[config.mk]
export PLATFORM = sky130hd
export DESIGN_NAME = spram_arbiter_flat
export DESIGN_NICKNAME = d
export VERILOG_FILES = /design/src/rtl/spram_arbiter_if.sv /design/src/rtl/spram_arbiter.sv /design/src/flat_wrapper.sv
export SDC_FILE = /design/constraint.sdc
export NUM_CORES = 1
export LEC_CHECK = 0
export BUFFER_PORTS_ARGS = -buffer_cell sky130_fd_sc_hd__buf_2
export CORE_MARGIN = 2
export CORE_UTILIZATION = 30
export CTS_BUF_LIST = sky130_fd_sc_hd__clkbuf_2 sky130_fd_sc_hd__clkbuf_4 sky130_fd_sc_hd__clkbuf_8
export DETAILED_ROUTE_END_ITERATION = 10
export PLACE_DENSITY = 0.8
export SYNTH_ARGS = -nofsm -noshare
export SYNTH_HDL_FRONTEND = slang
export SYNTH_SLANG_ARGS = --single-unit
[constraint.sdc]
create_clock -name clk -period 2.01 [get_ports clk]
set_input_delay 0.1005 -clock clk [delete_from_list [all_inputs] [get_ports clk]]
set_output_delay 0.1005 -clock clk [all_outputs]
set_load 0.02 [all_outputs]
[src/rtl/spram_arbiter_if.sv]
// Request/response and RAM-side bundle for the two-port SPRAM arbiter.
// The arbiter takes the slave view; requesters and the RAM take the master view.
interface spram_arbiter_if #(
  parameter int ADDR_WIDTH = 16,
  parameter int DATA_WIDTH = 16
);
  logic                  req0;
  logic                  req1;
  logic                  we0;
  logic                  we1;
  logic [ADDR_WIDTH-1:0] addr0;
  logic [ADDR_WIDTH-1:0] addr1;
  logic [DATA_WIDTH-1:0] wdata0;
  logic [DATA_WIDTH-1:0] wdata1;
  logic                  gnt0;
  logic                  gnt1;
  logic                  rvalid0;
  logic                  rvalid1;
  logic [DATA_WIDTH-1:0] rdata0;
  logic [DATA_WIDTH-1:0] rdata1;
  logic                  ram_en;
  logic                  ram_wr_en;
  logic [ADDR_WIDTH-1:0] ram_addr;
  logic [DATA_WIDTH-1:0] ram_wr_data;
  logic [DATA_WIDTH-1:0] ram_rd_data;

  modport slave (
    input  req0, req1, we0, we1,
    input  addr0, addr1, wdata0, wdata1,
    input  ram_rd_data,
    output gnt0, gnt1, rvalid0, rvalid1,
    output rdata0, rdata1,
    output ram_en, ram_wr_en, ram_addr, ram_wr_data
  );

  modport master (
    output req0, req1, we0, we1,
    output addr0, addr1, wdata0, wdata1,
    output ram_rd_data,
    input  gnt0, gnt1, rvalid0, rvalid1,
    input  rdata0, rdata1,
    input  ram_en, ram_wr_en, ram_addr, ram_wr_data
  );
endinterface

[src/rtl/spram_arbiter.sv]
// Sticky round-robin arbiter sharing one single-port synchronous RAM
// between two requesters; read data returns one cycle later, tagged by port.
module spram_arbiter #(
  parameter int ADDR_WIDTH = 16,
  parameter int DATA_WIDTH = 16,
  parameter int MAX_BURST  = 4
) (
  input  logic clk,
  input  logic rst_n,
  spram_arbiter_if.slave bus
);
  localparam int RW = $clog2(MAX_BURST + 1);
  localparam logic [RW-1:0] MB = RW'(MAX_BURST);

  logic          r_last;
  logic          r_prev_gnt;
  logic [RW-1:0] r_run;
  logic          r_rd_pend;
  logic          r_rd_port;

  logic w_both;
  logic w_keep;
  logic w_any;
  logic w_sel;
  logic w_we;

  always_comb begin
    w_both = bus.req0 & bus.req1;
    w_keep = r_prev_gnt && (r_run < MB);
    w_any  = rst_n & (bus.req0 | bus.req1);
    // Under contention the owner keeps the RAM until its burst is spent.
    if (w_both) w_sel = w_keep ? r_last : ~r_last;
    else        w_sel = bus.req1;
    w_we = w_sel ? bus.we1 : bus.we0;
  end

  assign bus.gnt0      = w_any & ~w_sel;
  assign bus.gnt1      = w_any & w_sel;
  assign bus.ram_en    = w_any;
  assign bus.ram_wr_en = w_any & w_we;

  assign bus.ram_addr =
    !w_any ? '0 : (w_sel ? bus.addr1 : bus.addr0);
  assign bus.ram_wr_data =
    !w_any ? '0 : (w_sel ? bus.wdata1 : bus.wdata0);

  assign bus.rvalid0 = r_rd_pend & ~r_rd_port;
  assign bus.rvalid1 = r_rd_pend & r_rd_port;
  assign bus.rdata0  = bus.ram_rd_data;
  assign bus.rdata1  = bus.ram_rd_data;

  always_ff @(posedge clk or negedge rst_n) begin
    if (!rst_n) begin
      r_last     <= 1'b1;
      r_prev_gnt <= 1'b0;
      r_run      <= '0;
      r_rd_pend  <= 1'b0;
      r_rd_port  <= 1'b0;
    end else if (w_any) begin
      if (w_sel == r_last && r_prev_gnt) begin
        if (r_run < MB) r_run <= r_run + 1'b1;
      end else begin
        r_run  <= RW'(1);
        r_last <= w_sel;
      end
      r_prev_gnt <= 1'b1;
      r_rd_pend  <= ~w_we;
      r_rd_port  <= w_sel;
    end else begin
      r_prev_gnt <= 1'b0;
      r_run      <= '0;
      r_rd_pend  <= 1'b0;
    end
  end
endmodule
[src/flat_wrapper.sv]
// flat-port wrapper written by rule: the top's interface ports become plain ports
module spram_arbiter_flat 
#(
  parameter int ADDR_WIDTH = 16,
  parameter int DATA_WIDTH = 16,
  parameter int MAX_BURST  = 4
)
  (clk, rst_n, bus_req0, bus_req1, bus_we0, bus_we1, bus_addr0, bus_addr1, bus_wdata0, bus_wdata1, bus_ram_rd_data, bus_gnt0, bus_gnt1, bus_rvalid0, bus_rvalid1, bus_rdata0, bus_rdata1, bus_ram_en, bus_ram_wr_en, bus_ram_addr, bus_ram_wr_data);
  spram_arbiter_if #(.ADDR_WIDTH(ADDR_WIDTH), .DATA_WIDTH(DATA_WIDTH)) bus_i ();
  input  logic clk;
  input  logic rst_n;
  input wire logic [$bits(bus_i.req0)-1:0] bus_req0;
  input wire logic [$bits(bus_i.req1)-1:0] bus_req1;
  input wire logic [$bits(bus_i.we0)-1:0] bus_we0;
  input wire logic [$bits(bus_i.we1)-1:0] bus_we1;
  input wire logic [$bits(bus_i.addr0)-1:0] bus_addr0;
  input wire logic [$bits(bus_i.addr1)-1:0] bus_addr1;
  input wire logic [$bits(bus_i.wdata0)-1:0] bus_wdata0;
  input wire logic [$bits(bus_i.wdata1)-1:0] bus_wdata1;
  input wire logic [$bits(bus_i.ram_rd_data)-1:0] bus_ram_rd_data;
  output wire logic [$bits(bus_i.gnt0)-1:0] bus_gnt0;
  output wire logic [$bits(bus_i.gnt1)-1:0] bus_gnt1;
  output wire logic [$bits(bus_i.rvalid0)-1:0] bus_rvalid0;
  output wire logic [$bits(bus_i.rvalid1)-1:0] bus_rvalid1;
  output wire logic [$bits(bus_i.rdata0)-1:0] bus_rdata0;
  output wire logic [$bits(bus_i.rdata1)-1:0] bus_rdata1;
  output wire logic [$bits(bus_i.ram_en)-1:0] bus_ram_en;
  output wire logic [$bits(bus_i.ram_wr_en)-1:0] bus_ram_wr_en;
  output wire logic [$bits(bus_i.ram_addr)-1:0] bus_ram_addr;
  output wire logic [$bits(bus_i.ram_wr_data)-1:0] bus_ram_wr_data;
  assign bus_i.req0 = bus_req0;
  assign bus_i.req1 = bus_req1;
  assign bus_i.we0 = bus_we0;
  assign bus_i.we1 = bus_we1;
  assign bus_i.addr0 = bus_addr0;
  assign bus_i.addr1 = bus_addr1;
  assign bus_i.wdata0 = bus_wdata0;
  assign bus_i.wdata1 = bus_wdata1;
  assign bus_i.ram_rd_data = bus_ram_rd_data;
  assign bus_gnt0 = bus_i.gnt0;
  assign bus_gnt1 = bus_i.gnt1;
  assign bus_rvalid0 = bus_i.rvalid0;
  assign bus_rvalid1 = bus_i.rvalid1;
  assign bus_rdata0 = bus_i.rdata0;
  assign bus_rdata1 = bus_i.rdata1;
  assign bus_ram_en = bus_i.ram_en;
  assign bus_ram_wr_en = bus_i.ram_wr_en;
  assign bus_ram_addr = bus_i.ram_addr;
  assign bus_ram_wr_data = bus_i.ram_wr_data;
  spram_arbiter #(.ADDR_WIDTH(ADDR_WIDTH), .DATA_WIDTH(DATA_WIDTH), .MAX_BURST(MAX_BURST)) u_core (.clk(clk), .rst_n(rst_n), .bus(bus_i));
endmodule
# Word level (Yosys, flattened, before mapping)
# Index checks and enable logic that the tools add are counted.
[word_totals] in_bits=86 ff_bits=7 output_inout_bits=70 elab_cells=37
[op_classes] n_addsub=1 bitwise_logic=13 magnitude_cmp=1 mux=12 n_eq_ne=2 reduce_logical=3
[ops] operator="16-bit two-way mux" n=4
[ops] operator="3-bit two-way mux" n=3
[ops] operator="1-bit bitwise AND" n=7
[ops] operator="1-bit two-way mux" n=5
[ops] operator="1-bit NOT" n=5
[ops] operator="3-bit by 1-bit adder with 3-bit output, second input constant" n=1
[ops] operator="3-bit less-than comparator, second input constant" n=1
[ops] operator="3-bit != test, second input constant" n=1
[ops] operator="1-bit logical AND" n=2
[ops] operator="2-bit AND reduction" n=1
[ops] operator="1-bit equality test" n=1
[ops] operator="1-bit bitwise OR" n=1

# Depth between registers and ports, before layout
# Gate-level depths: netlist of the first run.
[depth] ltp_word=8 mapped_depth=7 mapped_depth_nobuf=4

# Worst setup path after synthesis of the first run
# No wires, ideal clock.
[synth_timing] path_kind="reg-to-output" startpoint="reg u_core.r_run[2]" endpoint="out bus_ram_addr[10]" slack_ns=0.468 required_ns=1.910 path_buffers=2 arrival_time_ns=1.442 stages_incl_launch_ff=7 cell_sequence="dfrtp_1 -> buf_6 -> nor2b_4 -> xnor2_1 -> a21oi_2 -> buf_6 -> a22o_1"
[synth_via] elab_chain_cells=6
[synth_rtl] item="start, declared" line_no="spram_arbiter.sv:17" rtl="logic [RW-1:0] r_run;"
[synth_rtl] item="start signal, assigned" line_no="spram_arbiter.sv:61" rtl="if (r_run < MB) r_run <= r_run + 1'b1;"
[synth_rtl] item="3-bit less-than comparator" line_no="spram_arbiter.sv:29" rtl="w_keep = r_prev_gnt && (r_run < MB);"
[synth_rtl] item="1-bit logical AND" line_no="spram_arbiter.sv:29"
[synth_rtl] item="1-bit two-way mux (2 in series)" line_no="spram_arbiter.sv:32" rtl="if (w_both) w_sel = w_keep ? r_last : ~r_last;"
[synth_rtl] item="16-bit two-way mux (2 in series)" line_no="spram_arbiter.sv:43" rtl="!w_any ? '0 : (w_sel ? bus.addr1 : bus.addr0);"
[synth_rtl] item="end, declared" line_no="flat_wrapper.sv:29" rtl="output wire logic [$bits(bus_i.ram_addr)-1:0] bus_ram_addr;"
# No other way between the ends.

# Worst setup path after layout of the first run
[layout_timing] startpoint="reg u_core.r_prev_gnt" endpoint="out bus_ram_wr_data[2]"
[layout_via] elab_chain_cells=5
[layout_rtl] item="start, declared" line_no="spram_arbiter.sv:16" rtl="logic r_prev_gnt;"
[layout_rtl] item="start signal, assigned" line_no="spram_arbiter.sv:55" rtl="r_prev_gnt <= 1'b0;"
[layout_rtl] item="start signal, assigned" line_no="spram_arbiter.sv:66" rtl="r_prev_gnt <= 1'b1;"
[layout_rtl] item="start signal, assigned" line_no="spram_arbiter.sv:70" rtl="r_prev_gnt <= 1'b0;"
[layout_rtl] item="1-bit logical AND" line_no="spram_arbiter.sv:29"
[layout_rtl] item="1-bit two-way mux (2 in series)" line_no="spram_arbiter.sv:32"
[layout_rtl] item="16-bit two-way mux (2 in series)" line_no="spram_arbiter.sv:45" rtl="!w_any ? '0 : (w_sel ? bus.wdata1 : bus.wdata0);"
[layout_rtl] item="end, declared" line_no="flat_wrapper.sv:30" rtl="output wire logic [$bits(bus_i.ram_wr_data)-1:0] bus_ram_wr_data;"
# No other way between the ends.

==> load_flow_metrics.sql, run 1 <==
INSERT INTO impl_metrics (metric_group, metric, value, unit) VALUES
('global_routing', 'grt_overflow_total', '0', ''),
('power_and_ir_drop', 'totalPowerFinal', '0.649', 'mW'),
('cts', 'buffer_depth_of_the_longest_clock_path', '2', ''),
('critical_path', 'crit_type', 'register to output pin', ''),
('route', 'drt-total-wl', '3.04', 'mm'),
('cts', 'clockRootBuffer', 'clkbuf_4', ''),
('critical_path', 'crit_path_end_kind', 'output pin', ''),
('power_and_ir_drop', 'max-vdd-ir-drop', '0.142', 'mV'),
('cts', 'path_clk_slew', '0.05', 'ns'),
('critical_path', 'critical_path_peak_fanout', '37', ''),
('flow_run', 'max_cap_violations', '0', ''),
('place', 'finalWeightedCongestion', '0.727', ''),
('place', 'detailedPlacementHpwl', '2.47', 'mm'),
('logic_synthesis', 'yosys_warnings', '0', ''),
('timing', 'hold_ws', '0.151', 'ns'),
('critical_path', 'cp_startpoint_kind', 'register', ''),
('timing', 'worst_clock_skew', '0.00532', 'ns'),
('place', 'numPortBuffers', '107', ''),
('place', 'dpl-instance-area', '0.00132', 'mm²'),
('cts', 'cts-buffers-inserted', '3', ''),
('timing', 'timing_max_transition_violations_final', '0', ''),
('cts', 'insertion_delay', '0.24', 'ns'),
('logic_synthesis', 'post-synth-top-area-fraction', '29.3', '%'),
('route', 'total_via_count_after_detailed_routing', '1108', ''),
('global_routing', 'grt_antenna_before_repair', '0', ''),
('power_and_ir_drop', 'leakage', '0.827', 'nW'),
('cts', 'clkSinkCount', '7', ''),
('min_path', 'holdCritPathClass', 'input port to register', ''),
('global_routing', 'grt_first_pass_wirelength', '4.86', 'mm'),
('global_routing', 'vias_in_the_first_global_route', '1024', ''),
('cts', 'ctsHtreeMaxLevel', '1', ''),
('layout', 'antennaDiodeCount', '0', ''),
('power_and_ir_drop', 'power_density', '478', 'mW/mm²'),
('cts', 'cts_tree', 'yes', ''),
('layout', 'layout_cells_sized_above_1', '62.6', '%'),
('logic_synthesis', 'synth_seq_cells', '7', ''),
('timing', 'setup_tns', '0', 'ns'),
('logic_synthesis', 'synth_cells', '115', ''),
('logic_synthesis', 'netlist_area', '0.00102', 'mm²'),
('timing', 'grt_setup_unrepaired', 'no', ''),
('floorplan', 'die_area', '0.00387', 'mm²'),
('route', 'detail_route.iter0.violations', '31', ''),
('timing', 'layout_min_cycle_time', '1.88', 'ns'),
('floorplan', 'chipHeight', '62.2', 'µm'),
('timing', 'finalCritPeriodShare', '93.4', '%'),
('layout', 'syn_to_final_growth', '33.7', '%'),
('critical_path', 'critPathArrivalTime', '1.78', 'ns'),
('timing', 'fmax', '533', 'MHz'),
('logic_synthesis', 'yosys.area.top_type', 'a22o_1', ''),
('floorplan', 'initial_core_util', '30.9', '%'),
('logic_synthesis', 'postSynthAreaPerCell', '8.83', 'µm²'),
('route', 'drt-vias-per-instance', '4.69', ''),
('logic_synthesis', 'ys_top_cells_by_area', 'a22o_1 29%, buf_4 24%, dfrtp_1 15%', ''),
('floorplan', 'boundaryPins', '156', ''),
('floorplan', 'rows', '21', ''),
('route', 'final_antenna_net_count', '0', ''),
('floorplan', 'core_area', '0.00328', 'mm²'),
('timing', 'worst-slew-pin-transition', '0.242', 'ns'),
('logic_synthesis', 'synth-seq-area-share', '17.4', '%'),
('timing', 'final-hold-violation-count', '0', ''),
('logic_synthesis', 'netlist-cell-type-count', '24', ''),
('floorplan', 'dieWidth', '62.2', 'µm'),
('critical_path', 'crit_required', '1.91', 'ns'),
('route', 'first_pass_iters', '4', ''),
('layout', 'final_design_area_no_fill', '0.00136', 'mm²'),
('timing', 'relative_slew_margins', '83.9', '%'),
('run_status', 'run_status', 'completed', ''),
('logic_synthesis', 'syn-num-nets', '202', ''),
('global_routing', 'grt_max_degree', '38', ''),
('cts', 'post-cts-setup-buffers', '0', ''),
('route', 'drcViolationCount', '0', ''),
('timing', 'finalSetupViolCount', '0', ''),
('route', 'wirelength_per_cell', '12.9', 'µm'),
('layout', 'nNetsFinal', '278', ''),
('global_routing', 'grt.total_usage', '15.3', '%');
through the flow:
stage	setup WS (ns)	util (%)	cells
3_5_place_dp	0.344	40.1	231
4_1_cts	0.0695	41.3	236
2_1_floorplan	0.468	-	115
5_1_grt	0.0309	41.4	236
3_3_place_gp	0.376	40.1	231
6_report	0.133	41.4	236
final cells by class:
type | instances | area, µm²
Inverter | 6 | 22.5
Timing Repair Buffer | 112 | 588
Multi-Input combinational cell | 61 | 483
Tap cell | 46 | 57.6
Clock buffer | 4 | 30.0
Fill cell | 333 | 1930
Sequential cell | 7 | 178
registers in the layout (all words and copies together) (netlist names):
register	flops
u_core.r_run	3
u_core.r_last	1
u_core.r_rd_pend	1
u_core.r_rd_port	1
u_core.r_prev_gnt	1
synth_stat cells, drive strengths merged:
library cell  count
dfrtp             6
buf              40
ha                1
a21o              2
dfstp             1
and2              1
nand2b            1
a21oi             3
nand2             4
nand3             4
mux2i             1
nor2b             3
o21a              1
a311oi            1
xnor2             2
clkbuf            1
o21ai             1
inv               6
a22o             34
o211a             1
o22ai             1
placed cells by master (no fill, tap or decap):
cell type and instances:
a21o_1 2, a21oi_1 2, a21oi_2 1, a22o_1 34, a311oi_1 1, and2_1 1, buf_12 1, buf_2 107
buf_4 3, clkbuf_4 4, dfrtp_1 5, dfrtp_2 1, dfstp_2 1, dlygate4sd3_1 1, ha_1 1, inv_1 6
mux2i_1 1, nand2_1 4, nand2b_1 1, nand3_1 4, nor2b_1 2, nor2b_4 1, o211a_1 1, o21a_1 1
o21ai_0 1, o22ai_1 1, xnor2_1 2
layer usage:
layer | vias up | GRT usage, % | wire, µm
li1 | 538 | - | -
met1 | 500 | 17.7 | 1180
met2 | 59 | 29.1 | 1560
met3 | 11 | 1.81 | 244
met4 | 0 | 5.00 | 62
met5 | - | 0 | 0
kinds of logic after synthesis:
family | count (synthesis) | synth area share (%)
AO/OA/AOI/OAI | 44 | 36.3
XOR/XNOR | 2 | 1.72
adder cells (fa/ha/maj) | 1 | 1.23
buffers and inverters | 47 | 35.1
flip-flops | 7 | 17.4
multiplexers | 1 | 0.985
AND/OR/NAND/NOR | 13 | 7.27
path summary, 6_finish.rpt:
check / start / endpoint / slack, ns / depth (start not counted)
max in group asynchronous: rst_n / u_core.r_last / 1.51 / 2
max: u_core.r_prev_gnt / bus_ram_wr_data[2] / 0.13 / 6
min in group asynchronous: rst_n / u_core.r_prev_gnt / 0.24 / 2
min reg2reg: u_core.r_rd_port / u_core.r_rd_port / 0.52 / 1
min: bus_we1 / u_core.r_rd_pend / 0.15 / 3
max reg2reg: u_core.r_prev_gnt / u_core.r_rd_pend / 0.57 / 5
report_power, final:
part / switching [mW] / internal [mW]
clock network: 0.0491 / 0.0890
logic: 0.185 / 0.159
registers: 0.0117 / 0.155
worst max-delay path, stage by stage, from the launching register on:
cell and delay (ns):
dfrtp_1 0.41, nor2b_4 0.14, xnor2_1 0.21, o211a_1 0.21
buf_12 0.20, a22o_1 0.17, buf_2 0.17
what timing repair did:
| item | CTS | global route |
|---|---|---|
| endpoints found under the setup margin | 0 | 13 |
| endpoints found under the hold margin | 7 | 0 |
| hold buffers | 1 | 0 |
| resized for setup | 0 | 1 |
Power figures use the tool's default switching activity.
==> run 2: changes to the inputs <==
--- a/config.mk
+++ b/config.mk
@@ -10,6 +10,8 @@
 export CORE_UTILIZATION = 30
 export CTS_BUF_LIST = sky130_fd_sc_hd__clkbuf_2 sky130_fd_sc_hd__clkbuf_4 sky130_fd_sc_hd__clkbuf_8
+export CTS_CLUSTER_SIZE = 20
 export DETAILED_ROUTE_END_ITERATION = 10
 export PLACE_DENSITY = 0.8
+export SLEW_MARGIN = 20
 export SYNTH_ARGS = -nofsm -noshare
 export SYNTH_HDL_FRONTEND = slang
==> constraint.sdc (replaced) <==
create_clock -name clk -period 2.01 [get_ports clk]
set_input_delay 0.1005 -clock clk [delete_from_list [all_inputs] [get_ports clk]]
set_output_delay 0.1005 -clock clk [all_outputs]
set_load 0.01 [all_outputs]
==> run 2 against run 1 <==
Setup slack better by 0.013 ns. Critical path depth stayed put. Register-to-register slack worse by 0.02 ns. Clock skew is 0.00073 ns higher. Via count is 0.90% lower. Maximum frequency is 0.70% higher. Critical path type unchanged. Largest cell class unchanged. Largest power group unchanged. Clock-buffer cell count is 1 lower. Power is 8.7% lower.
==> load_flow_metrics.sql, run 2 (same netlist as run 1, synthesis figures left out) <==
INSERT INTO impl_metrics (metric_group, metric, value, unit) VALUES
('critical_path', 'cp_startpoint_kind', 'register', ''),
('route', 'total_via_count_after_detailed_routing', '1098', ''),
('critical_path', 'crit_path_end_kind', 'output pin', ''),
('floorplan', 'initial_core_util', '30.9', '%'),
('critical_path', 'ff2ff_path_depth', '5', ''),
('timing', 'worst_clock_skew', '0.00604', 'ns'),
('layout', 'layout_cells_sized_above_1', '61.9', '%'),
('route', 'final_antenna_net_count', '0', ''),
('global_routing', 'vias_in_the_first_global_route', '1052', ''),
('floorplan', 'core_area', '0.00328', 'mm²'),
('layout', 'max_flop_register', 'u_core.r_run', ''),
('floorplan', 'dieWidth', '62.2', 'µm'),
('flow_run', 'max_cap_violations', '0', ''),
('critical_path', 'worstReg2RegEnd', 'u_core.r_rd_pend', ''),
('timing', 'fmax', '536', 'MHz'),
('critical_path', 'critical_path_peak_fanout', '25', ''),
('timing', 'timing_max_transition_violations_final', '0', ''),
('floorplan', 'rows', '21', ''),
('global_routing', 'grt_max_degree', '38', ''),
('layout', 'antennaDiodeCount', '0', ''),
('critical_path', 'crit_type', 'register to output pin', ''),
('timing', 'finalSetupViolCount', '0', ''),
('layout', 'final_core_utilization', '41.0', '%'),
('power_and_ir_drop', 'totalPowerFinal', '0.592', 'mW'),
('route', 'detail_route.iter0.violations', '22', ''),
('power_and_ir_drop', 'power_density', '440', 'mW/mm²'),
('cts', 'cts_tree', 'yes', ''),
('timing', 'worst-slew-pin-transition', '0.531', 'ns'),
('critical_path', 'critPathArrivalTime', '1.76', 'ns'),
('layout', 'final_common_cell', 'buf_2', ''),
('timing', 'finalCritPeriodShare', '92.7', '%'),
('timing', 'grt_setup_unrepaired', 'no', ''),
('route', 'drcViolationCount', '0', ''),
('floorplan', 'die_area', '0.00387', 'mm²'),
('global_routing', 'grt_overflow_total', '0', ''),
('global_routing', 'grt_antenna_before_repair', '0', ''),
('cts', 'post-cts-setup-buffers', '0', ''),
('critical_path', 'rr_startpoint', 'u_core.r_run[2]', ''),
('power_and_ir_drop', 'leakage', '0.823', 'nW'),
('layout', 'layout.cells.most_common_list', '107 x buf_2, 34 x a22o_1, 6 x inv_1, 6 x dfrtp_1', ''),
('cts', 'buffer_depth_of_the_longest_clock_path', '2', ''),
('global_routing', 'grt.total_usage', '14.9', '%'),
('critical_path', 'crit_required', '1.91', 'ns'),
('run_status', 'run_status', 'completed', ''),
('global_routing', 'grt_first_pass_wirelength', '4.69', 'mm'),
('timing', 'relative_slew_margins', '64.2', '%'),
('place', 'finalWeightedCongestion', '0.744', ''),
('floorplan', 'boundaryPins', '156', ''),
('timing', 'layout_min_cycle_time', '1.86', 'ns'),
('place', 'detailedPlacementHpwl', '2.53', 'mm'),
('critical_path', 'crit_end', 'bus_ram_wr_data[2]', ''),
('floorplan', 'chipHeight', '62.2', 'µm'),
('route', 'wirelength_per_cell', '13.2', 'µm'),
('critical_path', 'reg2reg_setup_slack', '0.55', 'ns'),
('cts', 'clockRootBuffer', 'clkbuf_4', ''),
('timing', 'final-hold-violation-count', '0', ''),
('cts', 'insertion_delay', '0.26', 'ns'),
('route', 'drt-total-wl', '3.11', 'mm'),
('timing', 'setup_tns', '0', 'ns'),
('power_and_ir_drop', 'max-vdd-ir-drop', '0.181', 'mV'),
('layout', 'nNetsFinal', '277', ''),
('place', 'numPortBuffers', '107', ''),
('layout', 'largest_reg_flops', '3', ''),
('cts', 'cts-buffers-inserted', '3', ''),
('layout', 'fillCellCount', '347', ''),
('route', 'first_pass_iters', '4', ''),
('min_path', 'holdCritPathClass', 'input port to register', ''),
('layout', 'syn_to_final_growth', '32.6', '%'),
('cts', 'path_clk_slew', '0.06', 'ns'),
('critical_path', 'cp-startpoint', 'u_core.r_run[2]', ''),
('cts', 'ctsHtreeMaxLevel', '1', ''),
('cts', 'clkSinkCount', '7', ''),
('route', 'drt-vias-per-instance', '4.67', '');
-- run 2: how the worst min path moves through the flow --
| stage | from | to | slack, ns | cells past startpoint |
|---|---|---|---|---|
| 3_3_place_gp | rst_n | u_core.r_prev_gnt | -0.03 | 1 |
| 2_1_floorplan | rst_n | u_core.r_prev_gnt | -0.20 | 0 |
| 5_1_grt | bus_we0 | u_core.r_rd_pend | 0.16 | 3 |
| 6_report | bus_we1 | u_core.r_rd_pend | 0.15 | 3 |
| 4_1_cts | bus_we1 | u_core.r_rd_pend | 0.14 | 3 |
| 3_5_place_dp | rst_n | u_core.r_run[1] | -0.03 | 1 |
-- run 2: worst max-delay path, cell delays in order, from the launching register on --
cell	delay (ns)
dfrtp_1	0.51
nor2b_4	0.06
xnor2_1	0.15
a21oi_2	0.17
buf_4	0.29
a22o_1	0.18
buf_2	0.13
-- run 2: final cells by class --
cell class	count	area, µm²	share of cell area, %
timing repair buffer	111	581	43.1
multi-input combinational	61	483	35.8
sequential	7	176	13.1
tap	46	57.6	4.27
clock buffer	3	22.5	1.67
inverter	6	22.5	1.67
clock inverter	1	5.00	0.371
-- run 2: power by group --
group / internal (mW) / switching [mW]
clock: 0.0730 / 0.0577
sequential: 0.154 / 0.0117
combinational: 0.157 / 0.138
-- run 2: per-layer routing --
| layer | GRT usage [%] | share of wire (%) | vias up |
|---|---|---|---|
| met5 | 0 | 0 | - |
| met4 | 5.00 | 1.8 | 0 |
| met3 | 3.08 | 7.9 | 11 |
| met2 | 28.1 | 53 | 63 |
| met1 | 16.6 | 37 | 489 |
| li1 | - | - | 535 |
-- run 2: metrics by stage --
step           cells  worst slack, ns  cell area (µm²)  hold slack (ns)
2_1_floorplan    115            0.552             1020           -0.195
3_3_place_gp     230            0.451             1310          -0.0344
3_5_place_dp     230            0.411             1310          -0.0310
4_1_cts          235            0.112             1350            0.139
5_1_grt          235           0.0162             1350            0.164
6_report         235            0.146             1350            0.147
-- run 2: timing repair --
action | 4_1_cts | 5_1_grt
hold buffers | 1 | 0
hold endpoints to repair | 7 | 0
gates resized for setup | 0 | 0
